==> config.mk <==
export PLATFORM = sky130hd
export DESIGN_NAME = act_sram_writer
export DESIGN_NICKNAME = d
export VERILOG_FILES = /design/src/rtl/act_sram_pkg.sv /design/src/rtl/act_requant_lane.sv /design/src/rtl/act_sram_writer.sv
export SDC_FILE = /design/constraint.sdc
export NUM_CORES = 1
export LEC_CHECK = 0
export CAP_MARGIN = 30
export CORE_ASPECT_RATIO = 1.2
export CORE_MARGIN = 2
export CORE_UTILIZATION = 50
export DETAILED_ROUTE_END_ITERATION = 6
export GPL_ROUTABILITY_DRIVEN = 1
export GPL_TIMING_DRIVEN = 0
export PLACE_DENSITY_LB_ADDON = 0.15
export REMOVE_ABC_BUFFERS = 1
export SLEW_MARGIN = 15
export SYNTH_ARGS = -nofsm -noshare
export SYNTH_HDL_FRONTEND = slang
export SYNTH_SLANG_ARGS = --single-unit
==> constraint.sdc <==
create_clock -name clk -period 14.9 [get_ports clk]
set_input_delay 2.98 -clock clk [delete_from_list [all_inputs] [get_ports clk]]
set_output_delay 2.98 -clock clk [all_outputs]
set_load 0.005 [all_outputs]
==> src/rtl/act_sram_pkg.sv <==
// act_sram_pkg: shared constants, FSM state type and lane-slice helpers for the activation SRAM writer
package act_sram_pkg;
    localparam int PSUM_BW    = 24;
    localparam int ACT_BW     = 12;
    localparam int LANES      = 4;
    localparam int ADDR_BW    = 18;
    localparam int ROW_STRIDE = 57;
    localparam int PLANE_SIZE = 3249;
    localparam int SRAM_DEPTH = 207936;

    typedef enum logic [1:0] {IDLE, RUN, DRAIN, DONE} state_t;

    function automatic logic [PSUM_BW-1:0] psum_lane(input logic [LANES*PSUM_BW-1:0] v, input int k);
        return v[k*PSUM_BW +: PSUM_BW];
    endfunction

    function automatic logic [ACT_BW-1:0] act_lane(input logic [LANES*ACT_BW-1:0] v, input int k);
        return v[k*ACT_BW +: ACT_BW];
    endfunction
endpackage

==> src/rtl/act_requant_lane.sv <==
// act_requant_lane: rounding arithmetic right shift, optional ReLU and 12-bit saturation for one lane
module act_requant_lane
    import act_sram_pkg::*;
(
    input  logic [PSUM_BW-1:0] psum,
    input  logic [4:0]         shift,
    input  logic               relu,
    output logic [ACT_BW-1:0]  act
);
    localparam logic signed [PSUM_BW:0] MAXV = (PSUM_BW+1)'((1 << (ACT_BW-1)) - 1);
    localparam logic signed [PSUM_BW:0] MINV = -MAXV - (PSUM_BW+1)'(1);
    logic signed [PSUM_BW:0] ext, rnd, sum, shr;
    always_comb begin
        ext = {psum[PSUM_BW-1], psum};
        rnd = (shift == 5'd0) ? '0 : (PSUM_BW+1)'(1) << (shift - 5'd1);
        sum = ext + rnd;
        shr = sum >>> shift;
        act = (relu && shr[PSUM_BW]) ? '0 :
              (shr > MAXV) ? MAXV[ACT_BW-1:0] :
              (shr < MINV) ? MINV[ACT_BW-1:0] : shr[ACT_BW-1:0];
    end
endmodule

==> src/rtl/act_sram_writer.sv <==
// act_sram_writer: requantizes 4-lane psum groups and writes them in raster order to the activation SRAM
module act_sram_writer
    import act_sram_pkg::*;
(
    input  logic                       clk,
    input  logic                       rst,
    input  logic                       start,
    input  logic [5:0]                 cfg_width,
    input  logic [5:0]                 cfg_height,
    input  logic [6:0]                 cfg_groups,
    input  logic [ADDR_BW-1:0]         cfg_base,
    input  logic [4:0]                 cfg_shift,
    input  logic                       cfg_relu,
    input  logic                       in_valid,
    output logic                       in_ready,
    input  logic [LANES*PSUM_BW-1:0]   in_psum,
    input  logic [LANES-1:0]           in_lane_en,
    output logic                       sram_csb,
    output logic                       sram_wsb,
    output logic                       sram_msb,
    output logic [LANES-1:0]           sram_wordmask,
    output logic [ADDR_BW-1:0]         sram_waddr,
    output logic [LANES*ACT_BW-1:0]    sram_wdata,
    output logic                       busy,
    output logic                       done
);
    state_t state, nxt;
    logic [5:0] w_q, h_q, x, y;
    logic [6:0] g_q, g;
    logic [4:0] shift_q;
    logic relu_q, drain_cnt, accept, last, cfg_zero, s1_valid, s1_wr;
    logic [ADDR_BW-1:0] plane_base, row_base, s1_addr;
    logic [LANES-1:0] s1_en;
    logic [LANES*ACT_BW-1:0] act_w, s1_data;

    assign accept   = in_valid && in_ready;
    assign cfg_zero = (cfg_width == 6'd0) || (cfg_height == 6'd0) || (cfg_groups == 7'd0);
    assign last     = accept && (x == w_q - 6'd1) && (y == h_q - 6'd1) && (g == g_q - 7'd1);
    assign s1_wr    = s1_valid && (s1_en != '0);
    assign sram_msb = 1'b1;

    always_ff @(posedge clk) begin
        if (rst) state <= IDLE;
        else     state <= nxt;
    end

    always_comb begin
        nxt = (state == IDLE)  ? (start ? (cfg_zero ? DONE : RUN) : IDLE) :
              (state == RUN)   ? (last ? DRAIN : RUN) :
              (state == DRAIN) ? (drain_cnt ? DONE : DRAIN) : IDLE;
    end

    always_comb begin
        in_ready = (state == RUN);
        busy     = (state != IDLE);
        done     = (state == DONE);
    end

    // raster counters; row_base always equals base + g*PLANE_SIZE + y*ROW_STRIDE
    always_ff @(posedge clk) begin
        if (rst) begin
            w_q        <= '0;
            h_q        <= '0;
            g_q        <= '0;
            shift_q    <= '0;
            relu_q     <= 1'b0;
            x          <= '0;
            y          <= '0;
            g          <= '0;
            plane_base <= '0;
            row_base   <= '0;
            drain_cnt  <= 1'b0;
        end else begin
            if (state == IDLE && start) begin
                w_q        <= cfg_width;
                h_q        <= cfg_height;
                g_q        <= cfg_groups;
                shift_q    <= cfg_shift;
                relu_q     <= cfg_relu;
                x          <= '0;
                y          <= '0;
                g          <= '0;
                plane_base <= cfg_base;
                row_base   <= cfg_base;
            end
            if (accept) begin
                if (x == w_q - 6'd1) begin
                    x <= '0;
                    if (y == h_q - 6'd1) begin
                        y          <= '0;
                        g          <= g + 7'd1;
                        plane_base <= plane_base + ADDR_BW'(PLANE_SIZE);
                        row_base   <= plane_base + ADDR_BW'(PLANE_SIZE);
                    end else begin
                        y        <= y + 6'd1;
                        row_base <= row_base + ADDR_BW'(ROW_STRIDE);
                    end
                end else begin
                    x <= x + 6'd1;
                end
            end
            drain_cnt <= (state == DRAIN) ? ~drain_cnt : 1'b0;
        end
    end

    for (genvar i = 0; i < LANES; i++) begin : g_lane
        act_requant_lane u_lane (
            .psum  (psum_lane(in_psum, i)),
            .shift (shift_q),
            .relu  (relu_q),
            .act   (act_w[i*ACT_BW +: ACT_BW])
        );
    end

    always_ff @(posedge clk) begin
        if (rst) s1_valid <= 1'b0;
        else     s1_valid <= accept;
    end

    always_ff @(posedge clk) begin
        if (accept) begin
            s1_en   <= in_lane_en;
            s1_addr <= row_base + ADDR_BW'(x);
            s1_data <= act_w;
        end
    end

    // address and data hold their last written values across idle cycles
    always_ff @(posedge clk) begin
        if (rst) begin
            sram_csb      <= 1'b1;
            sram_wsb      <= 1'b1;
            sram_wordmask <= '1;
            sram_waddr    <= '0;
            sram_wdata    <= '0;
        end else begin
            sram_csb      <= ~s1_wr;
            sram_wsb      <= ~s1_wr;
            sram_wordmask <= s1_wr ? ~s1_en : '1;
            if (s1_wr) begin
                sram_waddr <= s1_addr;
                sram_wdata <= s1_data;
            end
        end
    end
endmodule

---- After elaboration in Yosys (flattened, before gate mapping) ----
Cells that the tools add are included.
word-level totals
  register bits after elaboration ......... 225
  word-level logic and storage cells ...... 125
  bits of input ports ..................... 147
  output and inout bits ................... 76
operators by class
  order comparisons ....................... 8
  mux-type cells .......................... 35
  shift-type cells ........................ 5
  bitwise gates (word level) .............. 4
  reduce and logical (&&, ||, !) cells .... 26
  add/sub/neg operators ................... 14
  equal/unequal tests ..................... 6
operators with widths
  operator                number
  $mux 18                 8
  $add 24x25->25          4
  $gt 25x12->1 const B    4
  $lt 25x12->1 const B    4
  $sshr 25x5->25          4
  $mux 12                 4
  $mux 11                 4
  $mux 6                  7
  $mux 7                  4
  $mux 25                 1
  $shl 1x5->25 const A    1
  $add 18x12->18 const B  1
  $add 18x6->18           1
  $add 18x6->18 const B   1
  $add 6x1->6 const B     2
  $eq 6x6->1              2
  $logic_not 6->1         2
  $mux 2                  6
  $reduce_or 2->1         6
  $sub 6x1->6 const B     2
  $logic_and 1x1->1       10
  $add 7x1->7 const B     1
  $eq 7x7->1              1
  $logic_not 7->1         1
  12 further kinds        17

---- Depth between registers and ports, before layout ----
  word-level depth ........................ 8
  mapped depth ............................ 27
  depth with buffers taken out ............ 19

---- Cells and area by module ----
Synthesis repeated with hierarchy kept, for this count alone.
second synthesis, totals
  cells, all modules ...................... 3,349
  area, all modules ....................... 24,413.4 um^2
modules (own cells, without submodules)
  module                                    area each (um^2)  instances  seq. area each (um^2)  cells an instance
  act_requant_lane at g_lane[0].u_lane ...  3,532.1           3          0.0                    560
  act_sram_writer                           10,108.4          1          5,205.0                1,109
  act_requant_lane at g_lane[1].u_lane      3,708.6           1          0.0                    560

---- Worst setup path after synthesis ----
Ideal clock, no wire load.
  path type ............................... input to register
  from .................................... input port in_psum[8]
  to ...................................... register s1_data[9] (data pin)
  slack ................................... 7.970 ns
  setup time .............................. 0.190 ns
  buffers on the path ..................... 1
  stages .................................. 16
  data arrival time ....................... 6.740 ns
  required time ........................... 14.710 ns
  cells stage by stage .................... ha_1 a21o_1 a21o_1 maj3_1 o311ai_1 a31oi_2 or2_1 clkbuf_1 a31oi_2 nor2_1 or3_1 a221o_1 nor3_1 and4b_1 a21oi_1 a2111oi_2
between the ends
  longest elaborated chain between the ends .. 5
ends and longest elaborated chain
  element               line                    RTL
  from (decl)           act_sram_writer.sv:16   input logic [LANES*PSUM_BW-1:0] in_psum,
  $add 24x25->25 *      act_requant_lane.sv:16  sum = ext + rnd;
  $sshr 25x5->25 *      act_requant_lane.sv:17  shr = sum >>> shift;
  $lt 25x12->1          act_requant_lane.sv:20  (shr < MINV) ? MINV[ACT_BW-1:0] : shr[ACT_BW-1:0];
  $mux 12               act_requant_lane.sv:20
  $mux 11               act_requant_lane.sv:19  (shr > MAXV) ? MAXV[ACT_BW-1:0] :
  to (signal assigned)  act_sram_writer.sv:124  s1_data <= act_w;
  to (decl)             act_sram_writer.sv:34   logic [LANES*ACT_BW-1:0] act_w, s1_data;
Every way passes the cells marked *; elsewhere a longest branch is shown, timed or not.
A chain may end at the register's enable or synchronous reset.

---- Final worst setup path ----
  from .................................... input port in_psum[17]
  to ...................................... register s1_data[9] (data pin)
The elaborated chain is that of the path after synthesis.

==> impl_metrics.yaml <==
critical_path:
  path_max_fanout: 12
  r2r_cells: 19
  r2r_start: "shift_q[3]$_SDFFE_PP0P_"
  end_kind: "register"
  worstSetupPathType: "in2reg"
  start_kind: "input port"
  worst-r2r-setup-slack_ns: 7.05
  r2r-end: "s1_data[9]$_SDFFCE_PP0P_"
  required_ns: 15.11
  worst_ep_arrival_time_ns: 8.12
synth:
  yosys-top-cells-area: "dfxtp_1, edfxtp_1, nand2_1"
  synth_xor_area_share_pct: 6.94
  yosys_warnings: 0
  netlist_area_um2: 24900
  synth_top_family_by_area: "compound AO/OA/AOI/OAI gates"
  synth_edf_count: 70
  yosys.area.top_type: "dfxtp_1"
  ys_ff_latch: 225
  synthSimpleGateAreaFrac_pct: 24.8
  postSynth.asyncResetShare_pct: 0
  synth_fa_ha_area_share_pct: 4.37
  synthMuxAreaShare_pct: 5.65
  synth.avg_cell_area_um2: 7.34
  synth_compound_area_share_pct: 31.6
  synth_top_area_share_pct: 12.5
  yosysUniqueCellTypes: 133
  ys_seq_area_share_pct: 20.9
  yosys_most_used_dff: "dfxtp_1"
  synthCells: 3394
die:
  start_util_pct: 50.6
  fp.coreArea_um2: 49200
  die_w_um: 208
  std_cell_rows: 89
  io-pin-count: 223
  dieArea_um2: 51600
  die_y_um: 248
placed_design:
  hpwl_um: 77500
  gp_congestion: 1.03
  place.port_buffers: 221
  pre_cts_slack_ns: 6.61
global_route:
  track_usage_pct: 37.3
  antenna_found_initial: 2
  grt_pass1_vias: 25800
  grt_first_pass_wirelength_um: 154000
  gr-total-overflow: 0
  grt_max_degree: 110
clocking:
  cts.clk_slew.worst_paths_ns: 0.07
  insertion_delay_ns: 0.51
  htree_levels: 1
  cts_buffers: 19
  cts_setup_buffers: 0
  hold_buffers: 0
  clock_sinks: 225
  ctsResizeCount: 0
  cts_max_path_buffers: 3
  cts_root_buf: "clkbuf_16"
  tritoncts: "yes"
layout:
  synthToLayoutAreaGrowth_pct: 13.3
  final_cell_mix: "nand2_1, a21oi_1, nor2_1"
  num-nets-final: 3648
  final_common_cell: "nand2_1"
  drive_gt1_share_pct: 7.62
detailed_routing:
  wl_met1_um: 39800
  drt_iter0_drc: 3028
  topRoutingLayerUsed: "met5"
  wl_um: 101000
  antenna_left: 0
  dr.pass1.iters: 7
  drc: 4
  dr_wl_met2_um: 44200
  wl_per_cell_um: 24.8
  vias: 27700
  route.met3.wl_um: 9460
  viasPerCell: 6.79
timing:
  slew_violations: 0
  fmax_mhz: 126
  rsz0062_at_grt: "no"
  skew_ns: 0.0223
  period_needed_ns: 7.91
  final_hold_viol_count: 0
  fin_crit_sh_pct: 53.1
  setup_viol: 0
  worst_pin_slew_ns: 1.11
  relSlewSlack_pct: 25.9
  finalWorstSetupSlack_ns: 6.99
  fin_worst_hold_slack_ns: 0.423
pwr:
  peakVddDrop_mv: 0.0668
  power_leakage_nw: 10.7
  p_per_area_nw_per_um2: 67.5
worst_hold_path:
  hold_end: "drain_cnt$_SDFF_PP0_"
  min_from: "drain_cnt$_SDFF_PP0_"
  min_path_cells: 1
  hold_class: "reg2reg"
run_status:
  violations: "design-rule violations"
  status: "complete, but fails checks"
flow_run:
  drv_cap: 0
[registers in the layout, indices dropped and copies added (netlist names)]
name and count:
y 6, s1_addr 18, h_q 6, sram_wsb 1, drain_cnt 1, s1_en 4, sram_waddr 18, x 6
relu_q 1, row_base 18, state 2, plane_base 18, g 7, s1_valid 1, s1_data 48, sram_wdata 48
sram_wordmask 4, g_q 7, shift_q 5, w_q 6
[layout make-up]
cell class,count,area [um^2]
Clock inverter,11,118
Sequential cell,225,5220
Antenna cell,1,2.50
Clock buffer,23,522
Timing Repair Buffer,274,2960
Inverter,65,251
Tap cell,637,797
Multi-Input combinational cell,2841,18300
Fill cell,4786,21000
[stage by stage]
| step | total power, W | setup TNS (ns) | utilization, % | instances | cell area, um^2 |
|---|---|---|---|---|---|
| after CTS | 0.00189 | 0 | 57.2 | 4069 | 28200 |
| final | 0.00190 | 0 | 57.3 | 4077 | 28200 |
| after global routing | 0.00198 | 0 | 57.3 | 4076 | 28200 |
| after detailed placement | 0.00137 | 0 | 55.9 | 4035 | 27500 |
| after floorplan | 0.00111 | 0 | - | 3131 | 23700 |
| after global placement | 0.00135 | -0.926 | 54.3 | 3989 | 26700 |
[worst max path at each step]
stage	end	from	slack, ns
4_1_cts	s1_data[9]$_SDFFCE_PP0P_	in_psum[17]	7.11
5_1_grt	s1_data[9]$_SDFFCE_PP0P_	in_psum[17]	6.59
3_5_place_dp	s1_data[9]$_SDFFCE_PP0P_	in_psum[17]	6.61
6_report	s1_data[9]$_SDFFCE_PP0P_	in_psum[17]	6.99
3_3_place_gp	s1_data[9]$_SDFFCE_PP0P_	shift_q[0]$_SDFFE_PP0P_	-0.11
2_1_floorplan	s1_data[32]$_SDFFCE_PP0P_	shift_q[0]$_SDFFE_PP0P_	4.82
[logic make-up after synthesis]
kind of cell,after synthesis
xor+xnor,190
other cells,1
mux,118
buf+inv,328
flops,225
fa+ha+maj,89
simple gates,1291
compound gates,1152
[layer usage]
metal | up-vias | GRT usage, %
met1 | 12900 | 48.2
met5 | - | 0
met3 | 361 | 5.23
met4 | 2 | 24.2
met2 | 1675 | 58.4
li1 | 12700 | -
[synth_stat cells, drive strengths merged (14+ instances only)]
master and count:
or3 35, nor3b 15, dfxtp 155, inv 65, mux2i 73, or2 22
a21oi 303, xnor2 128, o221ai 19, a22oi 23, and3 54, a211oi 76
xor2 61, a211o 15, nand2b 15, a21o 46, edfxtp 70, o21a 22
nor2b 17, nor4 23, mux2 30, a221oi 26, o31ai 19, a311oi 26
clkbuf 173, o21ai 213, buf 90, ha 74, maj3 14, nand4 22
nor2 302, o211ai 57, a31oi 69, nand3 97, nand2 507, a21boi 33
and2 47, o22ai 27, nor3 79, o2111ai 23, mux4 15
[report_power, final]
| part | switching (W) | total [W] | leakage (nW) | internal (W) |
|---|---|---|---|---|
| registers | 0.0000268 | 0.000686 | 1.91 | 0.000660 |
| logic | 0.000437 | 0.000698 | 8.44 | 0.000262 |
| clock network | 0.000232 | 0.000519 | 0.309 | 0.000288 |
| total | 0.000695 | 0.00190 | 10.7 | 0.00121 |
[worst max-delay path, stage by stage]
cell and delay (ns):
clkdlybuf4s50_1 0.41, ha_1 0.54, nand2_1 0.19, nor4_1 0.43
o21ai_0 0.18, and3b_1 0.19, o221a_2 0.28, o31a_1 0.15
xnor2_4 0.25, xnor2_1 0.85, o21ai_0 0.21, a222oi_1 0.44
nor3_1 0.08, and4b_1 0.20, a21oi_1 0.62, a2111oi_2 0.11
No activity file was read; power rests on OpenSTA's default activity.
